## src/rtl/lcd_pkg.sv

```systemverilog
// Shared constants, unit string and state encodings for the LCD feeder path.
package lcd_pkg;
  localparam int LCD_WORD_W = 9;

  localparam logic [7:0] SET_DDRAM = 8'h80;
  localparam logic [7:0] CH_ZERO   = 8'h30;
  localparam logic [7:0] CH_SPACE  = 8'h20;
  localparam logic [7:0] CH_DASH   = 8'h2D;

  localparam int UNIT_LEN = 4;
  // " kWh", first character in the top byte
  localparam logic [8*UNIT_LEN-1:0] UNIT_STR = 32'h206B5768;

  typedef enum logic [2:0] {
    IDLE, CHECK, CONVERT, SEND_ADDR, SEND_DIGIT, SEND_UNIT, DONE
  } disp_state_t;

  typedef enum logic [1:0] {TX_IDLE, TX_REQ, TX_ACK, TX_DONE} tx_state_t;

  function automatic logic [7:0] unit_char(input logic [1:0] idx);
    return UNIT_STR[8*(UNIT_LEN-1-int'(idx)) +: 8];
  endfunction

  function automatic longint unsigned pow10(input int n);
    longint unsigned p;
    p = 1;
    for (int i = 0; i < n; i++) p = p * 10;
    return p;
  endfunction
endpackage

```

## src/rtl/lcd_word_tx.sv

```systemverilog
// Sends one {rs, data} word to the lcd driver over the data_ready / busy_flag handshake.
module lcd_word_tx
  import lcd_pkg::*;
(
  input  logic                  clock,
  input  logic                  reset_n,
  input  logic                  start,
  input  logic [LCD_WORD_W-1:0] word,
  input  logic                  lcd_busy,
  output logic                  done,
  output logic [LCD_WORD_W-1:0] d_in,
  output logic                  data_ready
);
  tx_state_t state, next_state;
  logic busy_q;
  logic [LCD_WORD_W-1:0] word_q;
  logic low_twice;

  // busy_q resets high so a driver still reporting its reset-time 0 needs two clean samples
  assign low_twice = !lcd_busy && !busy_q;

  always_ff @(posedge clock or negedge reset_n) begin
    if (!reset_n) begin
      state  <= TX_IDLE;
      busy_q <= 1'b1;
      word_q <= '0;
    end else begin
      state  <= next_state;
      busy_q <= lcd_busy;
      if (state == TX_IDLE && next_state == TX_REQ) word_q <= word;
    end
  end

  always_comb begin
    next_state = state;
    case (state)
      TX_IDLE: if (start && low_twice) next_state = TX_REQ;
      TX_REQ:  next_state = TX_ACK;
      TX_ACK:  if (lcd_busy) next_state = TX_DONE;
      TX_DONE: if (!lcd_busy) next_state = TX_IDLE;
      default: next_state = TX_IDLE;
    endcase
  end

  always_comb begin
    data_ready = (state == TX_REQ);
    done       = (state == TX_DONE) && !lcd_busy;
    d_in       = word_q;
  end
endmodule

```

## src/rtl/energy_display.sv

```systemverilog
// Converts a binary energy reading to decimal and streams one right-aligned frame to the lcd driver.
// Define ENERGY_DISPLAY_UNITS_EN to append " kWh" after the digits.
module energy_display
  import lcd_pkg::*;
#(
  parameter int         WIDTH      = 20,
  parameter int         DIGITS     = 7,
  parameter logic [6:0] DDRAM_ADDR = 7'h40
) (
  input  logic                  clock,
  input  logic                  reset_n,
  input  logic [WIDTH-1:0]      value,
  input  logic                  value_valid,
  input  logic                  lcd_busy,
  output logic [LCD_WORD_W-1:0] d_in,
  output logic                  data_ready,
  output logic                  frame_busy
);
  localparam int BCD_W = 4 * DIGITS;
  localparam int CNT_W = $clog2(WIDTH + DIGITS + UNIT_LEN + 1);
  localparam longint unsigned MAX_VAL = pow10(DIGITS) - 1;

  disp_state_t state, next_state;
  logic pending, ovf, seen_nz, too_big, last_digit;
  logic [WIDTH-1:0] pending_value, work;
  logic [BCD_W-1:0] bcd, bcd_adj;
  logic [CNT_W-1:0] cnt;
  logic [3:0] cur_digit;
  logic [7:0] digit_char;
  logic start, word_done;
  logic [LCD_WORD_W-1:0] word;

  assign too_big    = 64'(work) > MAX_VAL;
  assign cur_digit  = bcd[BCD_W-1 -: 4];
  assign last_digit = (cnt == CNT_W'(DIGITS - 1));

  always_comb begin
    bcd_adj = bcd;
    for (int i = 0; i < DIGITS; i++)
      if (bcd[4*i +: 4] >= 4'd5) bcd_adj[4*i +: 4] = bcd[4*i +: 4] + 4'd3;
  end

  always_ff @(posedge clock or negedge reset_n) begin
    if (!reset_n) state <= IDLE;
    else          state <= next_state;
  end

  // A new strobe wins over the IDLE hand-off so a reading arriving while idle is never lost
  always_ff @(posedge clock or negedge reset_n) begin
    if (!reset_n) begin
      pending       <= 1'b0;
      pending_value <= '0;
      work          <= '0;
      bcd           <= '0;
      ovf           <= 1'b0;
      seen_nz       <= 1'b0;
      cnt           <= '0;
    end else begin
      if (value_valid) begin
        pending       <= 1'b1;
        pending_value <= value;
      end else if (state == IDLE && pending) begin
        pending <= 1'b0;
      end
      case (state)
        IDLE: if (pending) work <= pending_value;
        CHECK: begin
          ovf <= too_big;
          bcd <= '0;
          cnt <= '0;
        end
        CONVERT: begin
          {bcd, work} <= {bcd_adj, work} << 1;
          cnt         <= cnt + 1'b1;
        end
        SEND_ADDR: begin
          seen_nz <= 1'b0;
          cnt     <= '0;
        end
        SEND_DIGIT: if (word_done) begin
          bcd <= bcd << 4;
          cnt <= last_digit ? '0 : cnt + 1'b1;
          if (cur_digit != 4'd0) seen_nz <= 1'b1;
        end
`ifdef ENERGY_DISPLAY_UNITS_EN
        SEND_UNIT: if (word_done) cnt <= cnt + 1'b1;
`endif
        default: ;
      endcase
    end
  end

  always_comb begin
    next_state = state;
    case (state)
      IDLE:       if (pending) next_state = CHECK;
      CHECK:      next_state = too_big ? SEND_ADDR : CONVERT;
      CONVERT:    if (cnt == CNT_W'(WIDTH - 1)) next_state = SEND_ADDR;
      SEND_ADDR:  if (word_done) next_state = SEND_DIGIT;
`ifdef ENERGY_DISPLAY_UNITS_EN
      SEND_DIGIT: if (word_done && last_digit) next_state = SEND_UNIT;
      SEND_UNIT:  if (word_done && cnt == CNT_W'(UNIT_LEN - 1)) next_state = DONE;
`else
      SEND_DIGIT: if (word_done && last_digit) next_state = DONE;
`endif
      DONE:       next_state = IDLE;
      default:    next_state = IDLE;
    endcase
  end

  always_comb begin
    if (ovf)                                     digit_char = CH_DASH;
    else if (cur_digit == 4'd0 && !seen_nz && !last_digit) digit_char = CH_SPACE;
    else                                         digit_char = CH_ZERO + {4'h0, cur_digit};
  end

  always_comb begin
    start      = 1'b0;
    word       = '0;
    frame_busy = 1'b0;
    case (state)
      CHECK, CONVERT: frame_busy = 1'b1;
      SEND_ADDR: begin
        frame_busy = 1'b1;
        start      = 1'b1;
        word       = {1'b0, SET_DDRAM | {1'b0, DDRAM_ADDR}};
      end
      SEND_DIGIT: begin
        frame_busy = 1'b1;
        start      = 1'b1;
        word       = {1'b1, digit_char};
      end
`ifdef ENERGY_DISPLAY_UNITS_EN
      SEND_UNIT: begin
        frame_busy = 1'b1;
        start      = 1'b1;
        word       = {1'b1, unit_char(cnt[1:0])};
      end
`endif
      default: ;
    endcase
  end

  lcd_word_tx u_tx (
    .clock      (clock),
    .reset_n    (reset_n),
    .start      (start),
    .word       (word),
    .done       (word_done),
    .d_in       (d_in),
    .data_ready (data_ready),
    .lcd_busy   (lcd_busy)
  );
endmodule

```

## config.mk

```make
export PLATFORM = sky130hd
export DESIGN_NAME = energy_display
export DESIGN_NICKNAME = d
export VERILOG_FILES = /design/src/rtl/lcd_pkg.sv /design/src/rtl/lcd_word_tx.sv /design/src/rtl/energy_display.sv
export SDC_FILE = /design/constraint.sdc
export NUM_CORES = 1
export LEC_CHECK = 0
export CAP_MARGIN = 20
export CORE_MARGIN = 4
export CORE_UTILIZATION = 55
export DETAILED_ROUTE_END_ITERATION = 10
export GPL_ROUTABILITY_DRIVEN = 0
export PLACE_DENSITY = 0.82
export SLEW_MARGIN = 25
export SYNTH_ARGS = -nofsm -noshare
export SYNTH_HDL_FRONTEND = slang
export SYNTH_SLANG_ARGS = --single-unit
```

## constraint.sdc

```tcl
create_clock -name clock -period 4.25 [get_ports clock]
set_input_delay 0.6375 -clock clock [delete_from_list [all_inputs] [get_ports clock]]
set_output_delay 0.6375 -clock clock [all_outputs]
set_load 0.1 [all_outputs]
```

==> impl_metrics.ini <==
[run_status]
status = finished, final reports clean

[detailed_routing]
drc = 0
avgViaCountPerCell = 6.27
avgRoutedWirePerCell_um = 16.6
drt-total-wl_um = 9460
drtIter0Drc = 214
drt_pass1_iterations = 5
vias = 3574
ant_nets = 0

[timing]
slew_headroom = 0.345
fin_crit_ns = 3.08
fmax_mhz = 325
drv_slew = 0
skew_ns = 0.0108
finalCritPeriodShare = 0.724
tightest_slew_ns = 0.979
final.setup.tns_ns = 0
rsz0062_at_grt = no
hold_violations = 0
finalSetupViolCount = 0

[logic_synthesis]
syn-num-nets = 483
syn_area_sq_um = 4550
postSynthAreaPerCell_sq_um = 10.3
synth_edf_count = 0
ys_seq_area_frac = 0.484
synth_ff_type = dfrtp_1
async_flop_share = 1.00
yosysWarnings = 0
ys_types = 51
syn_inst = 442
synth-seq-cells = 88

[worst_setup_path]
crit_type = register to output pin
critPathRequiredTime_ns = 3.61
start_kind = register
cp.arrival_ns = 2.44
crit_fanout = 16
end_kind = output pin

[layout]
layout_common_cells = dfrtp_1 (87), a21oi_1 (45), o22ai_1 (38)
layout_commonest_cell = dfrtp_1
finalNonFillerCells = 570
area_growth_pct = 13.4
nets = 504
drive_gt1_frac = 0.113
num_antenna_cells = 0

[cts]
hold_buffers = 0
clock_path_buffers = 2
cts-root-buf = clkbuf_8
cts_buffers = 9
cts_max_level = 3
cts_resized = 0
cts_tree = built
cts_setup_buffers = 0
clk_pin_slew_ns = 0.09
cts.sinks = 88
clk_latency_ns = 0.36

[power_and_ir_drop]
p_leak_nw = 2.23
power_density_nw_per_um2 = 772
ir_drop_v = 0.000360

[die]
rows = 32
die_w_um = 98.9
die_h_um = 98.9
die-area_sq_um = 9790
start_util = 0.577
coreArea_sq_um = 7890
io_pins = 35

[flow_run]
cap_violations = 0

[placement]
port_buffers = 34
hpwl_um = 6310
dp_cells = 554

[global_routing]
grt_start_max_net_pins = 62
grtUsageTotal = 0.202
grt_pass1_wl_um = 16600
first_global_vias = 3646
grt.overflow.total = 0
antenna_found_initial = 0

[min_path]
hold_class = input port to asynchronous set/reset pin
[metrics by stage]
stage	worst slack [ns]	total power [mW]	area, sq um	hold WS (ns)	util
after floorplan	1.38	2.87	4550	0.342	-
after global placement	1.58	3.19	4920	0.460	0.624
after detailed placement	1.55	3.31	4920	0.496	0.624
after CTS	1.14	3.99	5160	0.363	0.654
after global routing	1.02	4.29	5160	0.402	0.654
final	1.17	3.98	5160	0.337	0.654
[registers in the layout (all words and copies together), names as in the netlist]
| register | cells |
|---|---|
| u_tx.state | 2 |
| work | 20 |
| pending_value | 20 |
| u_tx.d_in | 7 |
| pending | 1 |
| seen_nz | 1 |
| state | 3 |
| bcd | 28 |
| u_tx.busy_q | 1 |
| cnt | 5 |
[cell families after synthesis]
| family | synth area share |
|---|---|
| DFF | 0.484 |
| xor gates and xnor gates | 0.00578 |
| buffers and inverters | 0.0468 |
| and+or+nand+nor | 0.113 |
| AOI/OAI and AO/OA | 0.225 |
| muxes | 0.0784 |
| adders and majority gates | 0.0468 |
[where the power goes]
group	total (mW)	switching, mW	internal [mW]
registers	1.46	0.335	1.13
clock network	0.676	0.307	0.369
logic	1.84	1.11	0.730
total	3.98	1.76	2.23
[critical path, stage by stage (launching register included)]
cell and delay [ns]:
dfrtp_1 0.65, nor2_1 0.10, xnor2_1 0.17, clkdlybuf4s50_1 1.16
[layer usage]
metal  track usage  part of all wire
met5             0                 0
met4        0.0662             0.012
met3        0.0403             0.052
met2         0.343              0.50
met1         0.260              0.43
[cells in the mapped netlist, drive strengths merged (2+ instances only)]
library cell / number / share of area
dfrtp: 87 / 0.48
a21oi: 45 / 0.050
o22ai: 38 / 0.052
o21ai: 36 / 0.040
mux2: 21 / 0.052
nor2: 21 / 0.017
inv: 18 / 0.015
ha: 17 / 0.047
buf: 15 / 0.020
clkbuf: 15 / 0.012
nand2: 13 / 0.011
a22oi: 12 / 0.020
mux2i: 12 / 0.026
nand2b: 8 / 0.011
nor3b: 8 / 0.017
a221o: 6 / 0.013
a32oi: 6 / 0.012
and2: 6 / 0.0083
and3: 6 / 0.0083
nor3: 6 / 0.0066
a22o: 4 / 0.0077
nor2b: 4 / 0.0055
or3: 4 / 0.0055
a31oi: 3 / 0.0041
nand3b: 3 / 0.0050
a211o: 2 / 0.0039
a211oi: 2 / 0.0044
nand3: 2 / 0.0022
nor4: 2 / 0.0041
o2bb2ai: 2 / 0.0039
o31ai: 2 / 0.0033
or3b: 2 / 0.0039
xnor2: 2 / 0.0039
[final timing paths]
check,startpoint,end,slack [ns],depth (start not counted)
min reg2reg,u_tx.d_in[4],u_tx.d_in[4],0.51,1
max,state[1],frame_busy,1.17,3
min in group clock,u_tx.d_in[4],u_tx.d_in[4],0.51,1
min,reset_n,bcd[19],0.34,1
max reg2reg,state[1],bcd[4],1.97,4
max in group asynchronous,reset_n,u_tx.busy_q,3.01,2
[layout make-up]
cell class / count / area [sq um]
flip-flops and latches: 88 / 2200
inverters: 18 / 67.6
fillers: 607 / 2730
multi-input cells: 306 / 2140
clock inverters: 5 / 86.3
clock buffers: 11 / 151
repair buffers: 40 / 383
well taps: 102 / 128
No activity file was read; power rests on OpenSTA's default activity.
